File: config.mk
export PLATFORM = sky130hd
export DESIGN_NAME = if_stage
export DESIGN_NICKNAME = d
export VERILOG_FILES = /design/src/rtl/if_stage.sv
export SDC_FILE = /design/constraint.sdc
export NUM_CORES = 1
export LEC_CHECK = 0
export ABC_AREA = 1
export BUFFER_PORTS_ARGS = -buffer_cell sky130_fd_sc_hd__buf_2
export CAP_MARGIN = 20
export CORE_MARGIN = 4
export CORE_UTILIZATION = 50
export DETAILED_ROUTE_END_ITERATION = 6
export PLACE_DENSITY_LB_ADDON = 0.05
export SLEW_MARGIN = 15
export SYNTH_ARGS = -nofsm -noshare
export SYNTH_HDL_FRONTEND = slang
export SYNTH_SLANG_ARGS = --single-unit
File: constraint.sdc
create_clock -name clk -period 1.7 [get_ports clk]
set_clock_uncertainty 0.05 [all_clocks]
set_input_delay 0.425 -clock clk [delete_from_list [all_inputs] [get_ports clk]]
set_output_delay 0.425 -clock clk [all_outputs]
set_load 0.01 [all_outputs]
File: src/rtl/if_stage.sv
// if_stage: instruction fetch stage with IF/ID pipeline register.
// Keeps the PC and runs a req/ready handshake to instruction memory.
// It absorbs downstream stalls through a one-entry skid register.
// On a branch redirect it flushes IF/ID and discards any fetch still in flight.
// Optional build macro: IF_MISALIGN_TRAP_EN (adds misalign_err and a HALT state).
//
// state | meaning
// BOOT  | first cycle after reset, no request issued
// REQ   | normal fetching from pc
// DROP  | stale request outstanding; its data is discarded on ready
// HALT  | misaligned branch trapped; fetch stopped until reset
module if_stage #(
  parameter logic [31:0] RESET_PC  = 32'h0000_0000,
  parameter logic [31:0] NOP_INSTR = 32'h0000_0013
) (
  input  logic        clk,
  input  logic        rst_n,
  output logic        imem_req,
  output logic [31:0] imem_addr,
  input  logic [31:0] imem_rdata,
  input  logic        imem_ready,
  input  logic        stall,
  input  logic        branch_taken,
  input  logic [31:0] branch_target,
`ifdef IF_MISALIGN_TRAP_EN
  output logic        misalign_err,
`endif
  output logic        id_valid,
  output logic [31:0] id_instr,
  output logic [31:0] id_pc,
  output logic [6:0]  id_opcode,
  output logic [2:0]  id_func3,
  output logic        id_func7b5
);

  typedef enum logic [1:0] {S_BOOT, S_REQ, S_DROP, S_HALT} state_e;

  state_e      state_q;
  logic [31:0] pc_q;
  logic [31:0] drop_addr_q;
  logic        id_valid_q;
  logic [31:0] id_instr_q;
  logic [31:0] id_pc_q;
  logic        skid_valid_q;
  logic [31:0] skid_instr_q;
  logic        pend_q;       // request asserted earlier and not yet completed
  logic        halt_pend_q;  // go to HALT once the outstanding request completes

  logic [31:0] br_tgt;
  logic        br_bad;

`ifdef IF_MISALIGN_TRAP_EN
  logic misalign_q;
  assign br_tgt       = branch_target;
  assign br_bad       = |branch_target[1:0];
  assign misalign_err = misalign_q;
`else
  logic unused_tgt_lsb;
  assign br_tgt         = {branch_target[31:2], 2'b00};
  assign br_bad         = 1'b0;
  assign unused_tgt_lsb = ^branch_target[1:0];
`endif

  // Request/address drive: a started request is held until ready; a full skid blocks new ones
  always_comb begin
    imem_req  = 1'b0;
    imem_addr = pc_q;
    case (state_q)
      S_REQ:   imem_req = pend_q | (~stall & ~skid_valid_q);
      S_DROP: begin
        imem_req  = 1'b1;
        imem_addr = drop_addr_q;
      end
      default: imem_req = 1'b0;
    endcase
  end

  // Fetch FSM, PC, skid and IF/ID register; priority branch > stall > capture
  always_ff @(posedge clk) begin
    if (!rst_n) begin
      state_q      <= S_BOOT;
      pc_q         <= RESET_PC;
      drop_addr_q  <= RESET_PC;
      id_valid_q   <= 1'b0;
      id_instr_q   <= NOP_INSTR;
      id_pc_q      <= '0;
      skid_valid_q <= 1'b0;
      skid_instr_q <= NOP_INSTR;
      pend_q       <= 1'b0;
      halt_pend_q  <= 1'b0;
`ifdef IF_MISALIGN_TRAP_EN
      misalign_q   <= 1'b0;
`endif
    end else begin
      case (state_q)
        S_BOOT: state_q <= S_REQ;
        S_REQ: begin
          if (branch_taken) begin
            id_valid_q   <= 1'b0;
            id_instr_q   <= NOP_INSTR;
            skid_valid_q <= 1'b0;
            pend_q       <= 1'b0;
            drop_addr_q  <= pc_q;
            if (br_bad) begin
`ifdef IF_MISALIGN_TRAP_EN
              misalign_q  <= 1'b1;
`endif
              halt_pend_q <= 1'b1;
              state_q     <= (imem_req && !imem_ready) ? S_DROP : S_HALT;
            end else begin
              pc_q <= br_tgt;
              if (imem_req && !imem_ready) state_q <= S_DROP;
            end
          end else if (stall) begin
            if (imem_req && imem_ready) begin
              skid_valid_q <= 1'b1;
              skid_instr_q <= imem_rdata;
              pend_q       <= 1'b0;
            end else begin
              pend_q <= imem_req;
            end
          end else if (skid_valid_q) begin
            id_valid_q   <= 1'b1;
            id_instr_q   <= skid_instr_q;
            id_pc_q      <= pc_q;
            pc_q         <= pc_q + 32'd4;
            skid_valid_q <= 1'b0;
          end else if (imem_req && imem_ready) begin
            id_valid_q <= 1'b1;
            id_instr_q <= imem_rdata;
            id_pc_q    <= pc_q;
            pc_q       <= pc_q + 32'd4;
            pend_q     <= 1'b0;
          end else begin
            id_valid_q <= 1'b0;
            id_instr_q <= NOP_INSTR;
            pend_q     <= imem_req;
          end
        end
        S_DROP: begin
          if (branch_taken) begin
            if (br_bad) begin
`ifdef IF_MISALIGN_TRAP_EN
              misalign_q  <= 1'b1;
`endif
              halt_pend_q <= 1'b1;
            end else begin
              pc_q <= br_tgt;
            end
          end
          if (imem_ready)
            state_q <= (halt_pend_q || (branch_taken && br_bad)) ? S_HALT : S_REQ;
        end
        S_HALT: state_q <= S_HALT;
        default: state_q <= S_BOOT;
      endcase
    end
  end

  assign id_valid   = id_valid_q;
  assign id_instr   = id_instr_q;
  assign id_pc      = id_pc_q;
  assign id_opcode  = id_instr_q[6:0];
  assign id_func3   = id_instr_q[14:12];
  assign id_func7b5 = id_instr_q[30];

endmodule

======== After elaboration in Yosys (flattened, before gate mapping) ========
Cells that the tools add are included.
operators by class
  reductions and logical operators ........ 14
  equality and inequality tests ........... 12
  magnitude comparators ................... 0
  multiplexer cells ....................... 29
  multiply operators ...................... 0
  bitwise gates (word level) .............. 5
  divide/modulo/power cells ............... 0
  $add $sub $neg .......................... 1
  shift operators ......................... 0
operators with widths
  cell                                                    number
  two-way mux 32 bit                                      12
  case mux 32 bit (2 select lines)                        1
  adder 32 x 3 -> 32 bit (second input constant)          1
  AND reduction 4 bit                                     3
  two-way mux 1 bit                                       11
  inequality test 2 bit (second input constant)           4
  case mux 2 bit (4 select lines)                         1
  AND reduction 2 bit                                     4
  two-way mux 2 bit                                       3
  inequality test 3 bit (second input constant)           2
  == test 2 bit (second input constant)                   2
  inequality test 4 bit (second input constant)           1
  nonzero test 2 bit                                      2
  inequality test 3 x 1 -> 1 bit (second input constant)  1
  NOT 1 bit                                               3
  AND reduction 3 bit                                     1
  == test 2 x 1 -> 1 bit (second input constant)          1
  logical AND 1 bit                                       2
  zero test 2 bit                                         1
  inequality test 2 x 1 -> 1 bit (second input constant)  1
  case mux 1 bit (2 select lines)                         1
  AND 1 bit                                               1
  zero test 1 bit                                         1
  OR 1 bit                                                1
storage, ports and cells
  RAM bits ................................ 0
  bits in latches ......................... 0
  memories ................................ 0
  register bits ........................... 165
  output and inout bits ................... 109
  bits in read-only memories .............. 0
  bits of input ports ..................... 69

======== Longest topological paths before layout ========
  depth in word-level cells ............... 10
  depth in mapped cells ................... 14

======== Worst setup path after synthesis ========
Ideal clock, no wire load.
  kind .................................... register to register
  start ................................... register state_q[1]
  end ..................................... register id_instr_q[24], in the netlist id_instr[24]
  setup time .............................. 0.132 ns
  path slack .............................. -0.067 ns
  arrival time ............................ 1.585 ns
  path buffers ............................ 3
  cell stages (with the launch flop) ...... 12
  cell sequence ........................... dfxtp_1 > inv_1 > ha_1 > buf_4 > a21oi_2 > nand2_2 > nand3_4 > buf_2 > buf_2 > o22ai_1 > nand2_1 > a21oi_1
between the ends
  word-level cells in the longest chain between the ends .. 7
  elaborated cells between the ends (all ways) .. 9
  those cells by class .................... eq/ne (2); mux (5); reduce/logical (2)
RTL lines
  what                                                            RTL line  source
  from (decl)                                                     38        state_e state_q;
  from (signal assigned)                                          109       state_q <= (imem_req && !imem_ready) ? S_DROP : S_HALT;
  from (signal assigned)                                          152       state_q <= (halt_pend_q || (branch_taken && br_bad)) ? S_HALT : S_REQ;
  == test 2 bit / == test 2 x 1 -> 1 bit (equally long branches)  68, 95
  case mux 1 bit (2 select lines)                                 68        case (state_q)
  logical AND 1 bit                                               128       end else if (imem_req && imem_ready) begin
  two-way mux 32 bit                                              128
  two-way mux 32 bit                                              122       end else if (skid_valid_q) begin
  two-way mux 32 bit                                              114       end else if (stall) begin
  two-way mux 32 bit                                              98        if (branch_taken) begin
  to (signal assigned)                                            124       id_instr_q <= skid_instr_q;
  to (signal assigned)                                            130       id_instr_q <= imem_rdata;
  to (decl)                                                       42        logic [31:0] id_instr_q;
Several ways; a longest one is shown, not always the timed one. The select of a mux whose other input is x is not followed.
A chain may end at the register's enable or synchronous reset.

======== Worst setup path after layout ========
  start ................................... register state_q[0]
  end ..................................... output port imem_addr[16]
between the ends
  word-level cells in the longest chain between the ends .. 2
RTL lines
  what                RTL line  source
  == test 2 bit       68
  two-way mux 32 bit  68
  to (decl)           19        output logic [31:0] imem_addr,
Every way passes these cells.

==> key figures <==
STA
  – Fin Hold WS: 0.211 ns
  – Final setup TNS: -40.24 ns
  – Final Hold Fails: 0
  – Worst-Margin Slew: 0.507 ns
  – PnR worst setup slack: -0.413 ns
  – RSZ-0062 raised after global routing: yes
  – Fraction of the cycle the final worst path needs: 1.24
  – Final setup viols: 156
  – F_max: 473 MHz
  – Rel. slew slack: 0.662
  – Tmin final: 2.11 ns
  – Slew Limit Fails: 0

Drt
  – Final Routed Wirelength: 29.7 mm
  – Met2 WL: 13.7 mm
  – Routed Antenna Nets: 0
  – Number of DRC markers in iteration 0: 778
  – Max layer used: met4
  – Drt drc: 0
  – Routed met3 length: 2.63 mm
  – Drt wl/cell: 17.1 um
  – Met1 Wirelength: 12.5 mm
  – Via Count: 9,216
  – First-pass DRT Iterations: 5
  – Vias per cell: 5.33

Setup path
  – CP Max Fanout: 10
  – Crit path launch type: flop
  – Crit path max-delay family: buffers and inverters
  – Crit-path slowest cell: dfxtp_4
  – Critical path required time: 1.22 ns
  – WS Path Type: flop to primary output
  – CP bufs+invs: 3
  – Crit end category: primary output
  – Largest stage delay, worst path: 0.36 ns
  – Flop-to-flop setup slack: -0.37 ns
  – Worst EP arrival: 1.64 ns
  – CP Cell Sequence: inv_2 -> ha_4 -> clkbuf_16 -> nand2_1 -> o21ai_2 -> buf_2
  – Worst setup startpoint: state_q[0]
  – R2r startpoint: state_q[1]

Synthesis
  – Xor and xnor area share after synthesis: 0.00433
  – Register area share after synthesis: 0.394
  – Post-synth EDFFs: 0
  – Post-synthesis mux area share: 0.00124
  – Biggest area consumer among synthesized cells: dfxtp_1
  – Synth Area in Simple Gates: 0.280
  – YS warnings: 0
  – Seq cells post-synth: 159
  – Synth top area cells: dfxtp_1, nand2_1, a21oi_1, inv_1, o21ai_0
  – Count leader, synth: nand2_1
  – Cell area after synthesis: 8080 um2
  – Async set-reset flop share out of synthesis: 0
  – Most frequent cells after synthesis: nand2_1, dfxtp_1, inv_1
  – Adder-Cell Fraction of Synth Area: 0.00774
  – Post-synth top area share: 0.394
  – Top_reg_cell synth: dfxtp_1
  – Synth cell types: 35
  – Synth Instances: 1,259
  – Largest family of logic cells by synthesized area: simple AND/OR/NAND/NOR gates
  – Synth Area in Compound Gates: 0.177
  – Mean Syn Cell Area: 6.42 um2

Clocking
  – CTS buffer count: 17
  – Clock sinks: 159
  – Max clock buf depth: 2
  – Worst-path clk slew: 0.07 ns
  – Clock H-tree levels: 4
  – Clock latency on the worst-skew pair: 0.44 ns
  – Clock Tree Root: clkbuf_16
  – Post-CTS Hold Fix Bufs: 0
  – CTS tree: built

Power and ir drop
  – Comb power frac: 0.475
  – Tot Pwr: 16.9 mW
  – Clock power share: 0.237
  – Switching power: 6.78 mW
  – P per Cell Area: 1360 nW/um2
  – Sw frac: 0.401
  – Int Pwr: 10.1 mW
  – Pleak: 5.51 nW
  – Seq pwr share: 0.288
  – Peak supply drop: 0.000961 V

Cells and area
  – Final net count: 1,574
  – Synthesis-to-finish area growth: 53.7%
  – Utilization after layout: 0.782
  – Fin cells: 1,730
  – # fillers: 1,158
  – Share of layout cells above drive strength 1: 0.411

Run
  – Max Cap Viol: 0

Global route
  – Largest net degree at the start of global routing: 45
  – Grt ovf: 0
  – First-pass GRT wire length: 42.5 mm
  – Vias in the first global route: 8,430
  – GRT Total Usage: 0.291
  – Initial antenna violation count: 1

Floorplan
  – Die H: 135 um
  – Starting Density: 0.509
  – Die width: 135 um
  – Die area: 18,300 um2
  – Placeable Area: 15,900 um2
  – Site Rows: 46
  – # IOs: 178

Place
  – IO Port Bufs: 171
  – Dpl hpwl: 15.7 mm
  – Final GP Congestion: 0.915
  – Placed insts: 1,636

Run status
  – Failing checks: negative setup slack
  – Outcome: finished with violations

Hold path
  – Hold path start: imem_rdata[24]
  – Worst hold path type: input port to flop
## metrics by stage
step | worst slack, ns | cell area, um2
final | -0.413 | 12400
after global routing | -0.458 | 12400
after CTS | -0.327 | 11500
after detailed placement | -0.115 | 9470
after global placement | -0.0767 | 9470
after floorplan | 0.00429 | 8140
## power by group through the flow
stage                     Clock, mW  Combinational [mW]  Sequential, mW
after floorplan                   0                3.06            4.79
after global placement            0                4.97            4.87
after detailed placement          0                5.03            4.88
after CTS                      3.99                6.87            4.82
after global routing           4.17                8.60            4.92
final                          3.99                8.02            4.87
## logic make-up after synthesis
logic type	count (synthesis)
XOR/XNOR	4
other	1
AND/OR/NAND/NOR	566
buffers and inverters	249
flip-flops	159
AO/OA/AOI/OAI	274
adder cells (fa/ha/maj)	5
multiplexers	1
## flip-flops by register name (all words and copies together) (netlist names)
signal	flops
drop_addr_q	30
id_instr	32
id_pc	30
id_valid	1
pc_q	30
pend_q	1
skid_instr_q	32
skid_valid_q	1
state_q	2
## layer usage
layer / GRT usage / up-vias
met1: 0.407 / 4274
met5: 0 / -
met3: 0.0572 / 75
li1: - / 4448
met4: 0.0924 / 0
met2: 0.454 / 419
## cells in the final DEF, fill, tap and decap left out, drive strengths merged, types with 2 or more instances in the layout
master | Yosys | layout
a21oi | 118 | 118
a31oi | 2 | 2
buf | 59 | 298
bufinv | 0 | 2
clkbuf | 28 | 26
clkinv | 1 | 8
clkinvlp | 0 | 2
conb | 1 | 4
dfxtp | 159 | 159
ha | 5 | 5
inv | 161 | 163
nand2 | 394 | 394
nand3 | 38 | 38
nand4 | 7 | 7
nor2 | 119 | 119
o211ai | 3 | 3
o21ai | 121 | 121
o22ai | 29 | 29
or2 | 6 | 7
xor2 | 4 | 4
## worst paths after layout
| kind | cells after the start | endpoint |
|---|---|---|
| setup / recovery | 6 | imem_addr[16] |
| hold / removal | 3 | skid_instr_q[24] |
| setup reg to reg | 14 | pc_q[16] |
| hold reg to reg | 2 | id_instr[22] |
## cell type report
class                      count  area [um2]  share of cell area
clock inverter                13         150              0.0121
timing repair buffer         305        2700               0.217
clock buffer                  19         453              0.0365
tap                          216         270              0.0218
inverter                     162         644              0.0519
sequential                   159        3190               0.257
multi-input combinational    855        5020               0.404
antenna                        1        2.50            0.000201
## worst reg2reg max path: stages (launching register included)
cell and delay (ns):
dfxtp_4 0.37, inv_4 0.07, ha_4 0.19, buf_6 0.13
inv_4 0.04, buf_4 0.13, o21ai_1 0.12, nand2_1 0.10
inv_2 0.11, nand2_8 0.08, buf_8 0.15, buf_6 0.12
buf_12 0.13, a21oi_4 0.12, nor2_2 0.06
## timing repair
| action | in CTS | in global routing |
|---|---|---|
| resized for setup | 202 | 252 |
| setup buffers | 33 | 16 |
| setup endpoints to repair | 142 | 190 |
| pin swaps | 52 | 72 |
| gates cloned | 24 | 7 |
No activity file was read; power rests on OpenSTA's default activity.
